## config.mk

```make
export PLATFORM = sky130hd
export DESIGN_NAME = mult8_shift_add_ctrl
export DESIGN_NICKNAME = d
export VERILOG_FILES = /design/src/rtl/mult8_shift_add_ctrl.sv
export SDC_FILE = /design/constraint.sdc
export NUM_CORES = 1
export LEC_CHECK = 0
export ABC_AREA = 1
export BUFFER_PORTS_ARGS = -buffer_cell sky130_fd_sc_hd__buf_2
export CAP_MARGIN = 20
export CORE_MARGIN = 4
export CORE_UTILIZATION = 53
export CTS_CLUSTER_SIZE = 12
export DETAILED_ROUTE_END_ITERATION = 12
export PLACE_DENSITY = 0.9
export SYNTH_ARGS = -nofsm -noshare
export SYNTH_HDL_FRONTEND = slang
export SYNTH_SLANG_ARGS = --single-unit
```

## constraint.sdc

```tcl
create_clock -name Clk -period 2.5 [get_ports Clk]
set_input_delay 0.5 -clock Clk [delete_from_list [all_inputs] [get_ports Clk]]
set_output_delay 0.5 -clock Clk [all_outputs]
set_load 0.005 [all_outputs]
```

## src/rtl/mult8_shift_add_ctrl.sv

```systemverilog
`default_nettype none
// ============================================================================
// Module      : mult8_shift_add_ctrl
// Description : Sequential core of an 8x8 signed shift-add multiplier. It holds
//               the X/A/B registers and drives an external 9-bit adder/subtractor.
// Revision    : 1.0  initial release
// ============================================================================
module mult8_shift_add_ctrl (
  input  logic       Clk,
  input  logic       Reset,
  input  logic       Run,
  input  logic       ClearA_LoadB,
  input  logic [7:0] S,
  input  logic [8:0] sum_in,
  output logic [7:0] add_a,
  output logic [7:0] add_b,
  output logic       add_sub,
  output logic [7:0] Aval,
  output logic [7:0] Bval,
  output logic       Xval,
  output logic       busy,
  output logic       done
);

  typedef enum logic [1:0] {
    ST_IDLE  = 2'd0,
    ST_ADD   = 2'd1,
    ST_SHIFT = 2'd2,
    ST_HOLD  = 2'd3
  } state_t;

  localparam logic [2:0] C_LAST_ITER = 3'd7;

  state_t     r_state;
  logic       r_x;
  logic [7:0] r_a;
  logic [7:0] r_b;
  logic [7:0] r_sreg;
  logic [2:0] r_cnt;

  always_ff @(posedge Clk or posedge Reset) begin
    if (Reset) begin
      r_state <= ST_IDLE;
      r_x     <= 1'b0;
      r_a     <= 8'd0;
      r_b     <= 8'd0;
      r_sreg  <= 8'd0;
      r_cnt   <= 3'd0;
    end else begin
      case (r_state)
        ST_IDLE: begin
          if (Run) begin
            r_x     <= 1'b0;
            r_a     <= 8'd0;
            r_sreg  <= S;
            r_cnt   <= 3'd0;
            r_state <= ST_ADD;
          end else if (ClearA_LoadB) begin
            r_b <= S;
            r_x <= 1'b0;
            r_a <= 8'd0;
          end
        end
        ST_ADD: begin
          if (r_b[0]) begin
            {r_x, r_a} <= sum_in;
          end
          r_state <= ST_SHIFT;
        end
        ST_SHIFT: begin
          // X stays put, which makes this an arithmetic shift of {X,A,B}
          r_a <= {r_x, r_a[7:1]};
          r_b <= {r_a[0], r_b[7:1]};
          if (r_cnt == C_LAST_ITER) begin
            r_state <= ST_HOLD;
          end else begin
            r_cnt   <= r_cnt + 3'd1;
            r_state <= ST_ADD;
          end
        end
        ST_HOLD: begin
          if (ClearA_LoadB) begin
            r_b <= S;
            r_x <= 1'b0;
            r_a <= 8'd0;
          end
          // Waiting for Run to drop keeps a held Run from restarting
          if (!Run) begin
            r_state <= ST_IDLE;
          end
        end
        default: r_state <= ST_IDLE;
      endcase
    end
  end

  // All adder operands come from registers, so there is no loop through sum_in
  assign add_a   = r_a;
  assign add_b   = r_sreg;
  assign add_sub = (r_state == ST_ADD) && (r_cnt == C_LAST_ITER);
  assign Aval    = r_a;
  assign Bval    = r_b;
  assign Xval    = r_x;
  assign busy    = (r_state == ST_ADD) || (r_state == ST_SHIFT);
  assign done    = (r_state == ST_HOLD);

endmodule
`default_nettype wire

```

# Word-level counts from Yosys, hierarchy flattened

Cells that the tools add are included.

Output and inout bits: 36
Word-level logic and storage cells: 45
Bits of input ports: 21
Register bits after elaboration: 30

Equality and inequality tests: 9
Mux-type cells: 18
Add/sub/neg operators: 1
Reductions and logical operators: 11

Operator list:

| kind                                                            | count |
|---|---|
| 8-bit two-way mux                                               | 5 |
| 8-bit one-hot mux with 4 select lines                           | 1 |
| 8-bit one-hot mux with 3 select lines                           | 1 |
| 2-bit inequality test, second input constant                    | 5 |
| 2-bit one-hot mux with 4 select lines                           | 1 |
| 2-bit AND reduction                                             | 4 |
| 2-bit two-way mux                                               | 3 |
| 3-bit two-way mux                                               | 2 |
| 3-bit one-hot mux with 2 select lines                           | 1 |
| 3-bit nonzero test                                              | 2 |
| 2-bit == test, second input constant                            | 2 |
| 3-bit by 1-bit adder with 3-bit output, second input constant   | 1 |
| 3-bit == test, second input constant                            | 1 |
| 1-bit two-way mux                                               | 3 |
| 1-bit one-hot mux with 3 select lines                           | 1 |
| 3-bit AND reduction                                             | 1 |
| 2-bit by 1-bit == test with 1-bit output, second input constant | 1 |
| 2-bit zero test                                                 | 1 |
| 2-bit nonzero test                                              | 1 |
| 1-bit logical AND                                               | 1 |
| 1-bit logical OR                                                | 1 |

# Depth between registers and ports, before layout

Gate-level depths: netlist (run 1).

Depth after elaboration: 3
Depth in mapped cells: 8
Gate-level depth less buffers: 8

# Worst setup path before layout (run 1)

No wires, ideal clock.

Kind: register to output
Start: reg r_state[1]
End: out add_sub
Path buffers: 1
Data arrival time: 1.020 ns
Cell stages (with the launch flop): 6
Required time: 2.000 ns
Path slack: 0.980 ns
Path through: dfrtp_1 inv_1 ha_1 buf_2 nand2_1 inv_1

Word-level cells in the longest chain between the ends: 2

RTL lines:

| element                                  | RTL line | RTL |
|---|---|---|
| start: declaration                       | 34       | `state_t r_state;` |
| start signal: assignment                 | 43       | `r_state <= ST_IDLE;` |
| start signal: assignment                 | 57       | `r_state <= ST_ADD;` |
| start signal: assignment                 | 68       | `r_state <= ST_SHIFT;` |
| 2-bit by 1-bit == test with 1-bit output | 100      | `assign add_sub = (r_state == ST_ADD) && (r_cnt == C_LAST_ITER);` |
| 1-bit logical AND                        | 100      |  |
| end: declaration                         | 17       | `output logic add_sub,` |

Every way passes these cells.

# Final worst setup path (run 1)

Ends and elaborated chain as after synthesis.

==> results.txt, run 1 <==
syn_area_per_cell = 7.766 um2
worst endpoint required time = 2.00 ns
CTS sink cnt = 30
VDD IR-drop max = 670.4 uV
status = completed
drt total wl = 3.721 mm
# IOs = 57
placer congestion estimate = 0.7828
worst hold slack across all endpoints = 0.2199 ns
class of the tightest hold or removal check = input pin to asynchronous set/reset pin
post-synthesis instance area = 1654 um2
post-synth cell types = 19
Synth-to-Final Area Change = 21.63%
Layout Cells excl Fill = 308
total power after layout = 2.508 mW
post-detailed-placement half-perimeter wirelength = 2.834 mm
Filler cells = 245
TritonCTS clock tree = built
Min Clock Period, post-route = 2.110 ns
async set-or-reset flop fraction in the synthesized netlist = 100.0%
Die Wd = 63.87 um
number of DRC violations after detailed routing = 0
most common cell after layout, fill and taps aside = sky130_fd_sc_hd__nand2_1
number of buffers on the longest clock path = 2
antenna violations before repair = 0
endpoint arrival time on the critical path = 1.61 ns
Critical Setup Path Class = flip-flop to primary output
cts hold-fix bufs = 0
number of cell instances on the worst register-to-register path = 7
most numerous cell on the critical path = sky130_fd_sc_hd__inv_1
Reg-to-Reg Start = r_state[0]
average wire per standard cell = 12.08 um
Floorplan Core Area = 3028 um2
detailed-router iteration count before antenna repair = 4
net count after synthesis = 244
TritonCTS Buffers = 5
Reg-to-Reg End = Bval[0]
Port Buffers = 56
fin nets = 294
Cell Count Post-Placement = 300
Slew headroom = 62.88%
Fmax achieved = 473.9 MHz
clock latency on the worst-skew pair = 0.32 ns
first-pass GRT wire length = 6.430 mm
post-cts repair resize count = 0
number of enable-type register cells in the synthesized netlist = 0
dominant synthesized flop cell = sky130_fd_sc_hd__dfrtp_1
RSZ-0062 raised after global routing = false
ANT nets after route = 0
critical path fanouts, max = 13
number of antenna diodes = 0
sequence of cells on the critical path = inv_1 > ha_1 > nand2_1 > inv_1 > buf_2
type of destination of the critical path = primary output
number of flip-flops and latches in the synthesized netlist = 30
Global Route Usage Sum = 20.03%
Critical Path Slowest Stage Cell = sky130_fd_sc_hd__dfrtp_1
clock transition at the registers of the reported paths = 0.10 ns
setup clock skew after layout = 0.005915 ns
commonest non-fill, non-tap cells in the layout = sky130_fd_sc_hd__nand2_1, sky130_fd_sc_hd__buf_2, sky130_fd_sc_hd__dfrtp_1
area occupied by multi-input gates = 735.7 um2
number of instances in the synthesized netlist = 213
Worst Tran Pin Value = 0.5568 ns
proportion of synthesized chip area in sequential cells = 45.39%
max_cap viols = 0
Fin. Hold Viols = 0
setup repair bufs after CTS = 0
Die Y = 63.87 um
flip-flop and latch area = 750.7 um2
H-tree depth = 2
clock root buffer = sky130_fd_sc_hd__clkbuf_4
Die ar. = 4079 um2
total of warnings raised by yosys = 0
final cycle utilization of the critical path = 84.41%
largest net degree at the start of global routing = 31
crit path launch type = flip-flop
iteration-0 DRC count of the detailed router = 123
total number of vias = 1,526
Pwr per Cell Area = 1247 nW/um2
global route overflow = 0
P_leak = 1.224 nW
Std-Cell Rows = 20
number of max-slew violations in the final report = 0
TNS Setup = 0 ns
Register-to-Register Setup Slack = 0.55 ns
share of final-layout standard cells stronger than drive strength 1 = 27.65%
CP peak stage delay = 0.46 ns
vias per inst = 4.955
fin util = 66.45%
starting density of the core = 54.63%
number of global-route vias before repair = 1,445
setup violators final = 0
## per-stage QoR
step,setup WS [ns],instance area [um2]
finish,0.3899,2012
global route,0.2559,2012
CTS,0.3858,2012
detailed placement,0.5758,1901
global placement,0.7216,1901
floorplan,0.9796,1654
## layer usage
metal  wire [um]  part of all wire (%)  global-route usage [%]  vias up
met3         340                   9.1                   5.800        4
met2        1793                    48                   34.71       72
met5           0                     0                       0        -
met4          34                  0.91                   5.391        0
met1        1552                    42                   24.10      691
li1            -                     -                       -      759
## how the worst max path moves through the flow
stage | startpoint | to | slack, ns | cells after the start
after floorplan | r_state[1] | add_sub | 0.98 | 5
after global placement | r_state[0] | Bval[2] | 0.72 | 7
after detailed placement | r_state[0] | Bval[0] | 0.58 | 7
after CTS | r_state[1] | add_sub | 0.39 | 5
after global routing | r_state[1] | add_sub | 0.26 | 5
final | r_state[1] | add_sub | 0.39 | 5
## report_power, final
group	total, mW	switching, mW	internal (mW)
logic	1.11	0.659	0.450
clock network	0.511	0.173	0.339
registers	0.888	0.180	0.708
total	2.51	1.01	1.50
## flip-flops by register name (all words and copies together) (netlist names)
register / count
Aval: 8
Bval: 8
add_b: 8
r_cnt: 3
r_state: 2
Xval: 1
## critical path: cells and delay by family, from the launching register on
kind	cells	cell delay, ns
adder cells (fa/ha/maj)	1	0.43
buffers and inverters	3	0.32
flip-flops	1	0.46
AND/OR/NAND/NOR	1	0.09
## area by class of cell
cell class,instances,share of cell area (%)
clock inverter,2,2.985
clock buffer,6,2.550
tap,44,2.736
inverter,19,3.545
multi-input combinational,150,36.57
sequential,30,37.31
timing repair buffer,57,14.30
## cells by family (layout without fill, tap and decap cells)
kind of cell,Yosys count,count (layout),share of synthesized area (%)
flops,30,30,45.39
fa+ha+maj,10,10,7.564
simple gates,111,111,27.91
buf+inv,33,84,10.14
compound gates,29,29,9.001
## synth_stat cells, types with 3 or more instances
master                     n  area (um2)
sky130_fd_sc_hd__o21ai_0  21       105.1
sky130_fd_sc_hd__nand2_1  92       345.3
sky130_fd_sc_hd__nand3_1   9       45.04
sky130_fd_sc_hd__nor2_1    4       15.01
sky130_fd_sc_hd__dfrtp_1  30       750.7
sky130_fd_sc_hd__o21ai_1   4       20.02
sky130_fd_sc_hd__buf_2     3       15.01
sky130_fd_sc_hd__ha_1     10       125.1
sky130_fd_sc_hd__or2_2     3       18.77
sky130_fd_sc_hd__a21oi_1   3       15.01
sky130_fd_sc_hd__buf_4     8       60.06
sky130_fd_sc_hd__inv_1    18       67.56
Power figures use the tool's default switching activity.
==> run 2, diff against run 1 <==
- CORE_UTILIZATION: 53 -> 49
- PLACE_DENSITY: 0.9 -> 0.84
- clock period: 2.5 -> 2 ns (I/O delays scaled with it)
==> run 2 against run 1 <==
  * Via count decreased by 4.5%
  * Highest routed layer unchanged
  * Worst hold slack worse by 0.10 ns
  * Global-route usage is 1.3 points lower
  * First-iteration DRC count decreased by 37%
  * Combinational power up 27%
  * Clock skew grew 0.0047 ns
  * Worst setup slack worse by 0.24 ns
  * Non-clock buffer count rose by 2
  * Register-to-register slack lost 0.17 ns
==> results.txt, run 2 (same netlist as run 1, synthesis figures left out) <==
status = completed
Floorplan Core Area = 3153 um2 (+4.1%)
placer congestion estimate = 0.7847 (+0.24%)
Pwr per Cell Area = 1488 nW/um2 (+19%)
number of cell instances on the worst register-to-register path = 5 (-2)
highest-utilization routing layer at the global route stage = met2
RSZ-0062 raised after global routing = false
Critical Setup Path Class = flip-flop to primary output
vias per inst = 4.703 (-5.1%)
cts hold-fix bufs = 0 (unchanged)
average wire per standard cell = 12.09 um (about the same)
Global Route Usage Sum = 18.76% (-1.3 points)
Fmax achieved = 539.9 MHz
number of buffers on the longest clock path = 2 (unchanged)
TritonCTS Buffers = 5 (unchanged)
setup violators final = 0 (unchanged)
worst hold slack across all endpoints = 0.1170 ns (-0.1029 ns)
largest net degree at the start of global routing = 31 (unchanged)
commonest non-fill, non-tap cells in the layout = sky130_fd_sc_hd__nand2_1, sky130_fd_sc_hd__buf_2, sky130_fd_sc_hd__dfrtp_1
type of destination of the critical path = primary output
share of final-layout standard cells stronger than drive strength 1 = 28.57% (+0.92 points)
clock root buffer = sky130_fd_sc_hd__clkbuf_4
share of power burned in the clock network = 15.1% (-5.3 points)
Die ar. = 4369 um2 (+7.1%)
crit path launch type = flip-flop
drt total wl = 3.748 mm (+0.73%)
first-pass GRT wire length = 6.127 mm (-4.7%)
met2 track utilization from global routing = 30.73% (-4.0 points)
TNS Setup = 0 ns (unchanged)
Worst Tran Pin Value = 0.5913 ns (+0.03450 ns)
Fin. Hold Viols = 0 (unchanged)
most common cell after layout, fill and taps aside = sky130_fd_sc_hd__nand2_1
endpoint arrival time on the critical path = 1.45 ns (-0.16 ns)
Reg-to-Reg Start = r_state[1]
Register-to-Register Setup Slack = 0.38 ns (-0.17 ns)
fin nets = 296 (+0.68%)
Std-Cell Rows = 20 (unchanged)
net switching fraction of the power = 42.41% (+2.1 points)
critical path fanouts, max = 3 (-10)
P_leak = 1.219 nW (-0.41%)
part of the power in combinational logic = 47.6% (+3.4 points)
worst endpoint required time = 1.60 ns (-0.40 ns)
# IOs = 57 (unchanged)
Port Buffers = 56 (unchanged)
Min Clock Period, post-route = 1.852 ns
number of DRC violations after detailed routing = 0 (unchanged)
class of the tightest hold or removal check = input pin to asynchronous set/reset pin
clock transition at the registers of the reported paths = 0.10 ns (about the same)
Slew headroom = 60.58% (-2.3 points)
Die Wd = 66.10 um (+3.5%)
VDD IR-drop max = 725.7 uV (+8.2%)
detailed-router iteration count before antenna repair = 4 (unchanged)
summed area of non-filler cells in the final layout = 1997 um2 (-0.75%)
final cycle utilization of the critical path = 92.61%
global route overflow = 0 (unchanged)
CTS sink cnt = 30 (unchanged)
setup repair bufs after CTS = 0 (unchanged)
met3 track utilization from global routing = 6.803% (+1.0 points)
ANT nets after route = 0 (unchanged)
Die Y = 66.10 um (+3.5%)
max_cap viols = 0 (unchanged)
cell-internal power = 1.712 mW (+14%)
TritonCTS clock tree = built
starting density of the core = 52.46% (-2.2 points)
clock latency on the worst-skew pair = 0.34 ns (+0.02 ns)
total number of vias = 1,458 (-4.5%)
number of max-slew violations in the final report = 0 (unchanged)
worst-case setup margin in the final layout = 0.1479 ns (-0.2420 ns)
setup clock skew after layout = 0.01065 ns (+0.004732 ns)
iteration-0 DRC count of the detailed router = 78 (-37%)
Reg-to-Reg End = Aval[1]
Synth-to-Final Area Change = 20.73%
GR Layer Usage met1 = 22.23% (-1.9 points)
H-tree depth = 2 (unchanged)
Setup WS pre-CTS = 0.3453 ns (-0.2305 ns)
area after detailed placement = 1916 um2 (+0.79%)
Net Sw Power = 1.260 mW (+25%)
number of antenna diodes = 0 (unchanged)
post-detailed-placement half-perimeter wirelength = 2.797 mm (-1.3%)
antenna violations before repair = 0 (unchanged)
number of global-route vias before repair = 1,387 (-4.0%)
proportion of power drawn by flip-flops and latches = 37.3% (+1.9 points)
## run 2: cell types whose count changed in the layout (fill, tap and decap cells not counted)
cell,previous run,this run
sky130_fd_sc_hd__ha_1,10,9
sky130_fd_sc_hd__bufinv_16,2,0
sky130_fd_sc_hd__ha_2,0,1
sky130_fd_sc_hd__clkbuf_8,1,3
sky130_fd_sc_hd__buf_4,1,3
## run 2: what timing repair did
item | in CTS | in global routing
resized for setup | 0 | 1
hold endpoints to repair | 0 | 0
endpoints found under the setup margin | 0 | 1
## run 2: how the worst max path moves through the flow
stage,start,to,slack [ns],depth (start not counted)
2_1_floorplan,r_state[1],add_sub,0.58,5
3_3_place_gp,r_state[1],Aval[0],0.39,5
3_5_place_dp,r_state[1],Aval[1],0.35,5
4_1_cts,r_state[1],add_sub,0.11,5
5_1_grt,r_state[1],add_sub,0.05,5
6_report,r_cnt[0],add_sub,0.15,5
## run 2: per-layer routing
metal	vias to the layer above	routed length (um)
met5	-	0
met4	0	57
met3	6	281
met2	44	1716
met1	648	1693
li1	760	-
## run 2: cell type report
| class | instances | area [um2] |
|---|---|---|
| Clock buffer | 8 | 78.83 |
| Fill cell | 290 | 1156 |
| Inverter | 19 | 71.32 |
| Multi-Input combinational cell | 150 | 738.2 |
| Sequential cell | 30 | 750.7 |
| Tap cell | 44 | 55.05 |
| Timing Repair Buffer | 59 | 302.8 |
## run 2: worst max-delay path, cell delays in order, from the launching register on
cell and delay (ns):
sky130_fd_sc_hd__dfrtp_1 0.40, sky130_fd_sc_hd__ha_1 0.23, sky130_fd_sc_hd__ha_1 0.24, sky130_fd_sc_hd__nand2_1 0.10, sky130_fd_sc_hd__inv_1 0.04, sky130_fd_sc_hd__buf_2 0.11
## run 2: power by group through the flow
stage	sequential (mW)	combinational (mW)	clock, mW
finish	1.11	1.41	0.450
global route	1.15	1.61	0.496
CTS	1.11	1.43	0.460
detailed placement	1.12	1.42	0
global placement	1.11	1.37	0
floorplan	1.11	0.965	0
## run 2: stage by stage
step	util (%)	power, mW	cells
final	63.33	2.972	310
after global routing	63.33	3.254	310
after CTS	63.25	2.997	310
after detailed placement	60.75	2.537	302
after global placement	60.75	2.479	302
after floorplan	-	2.071	213
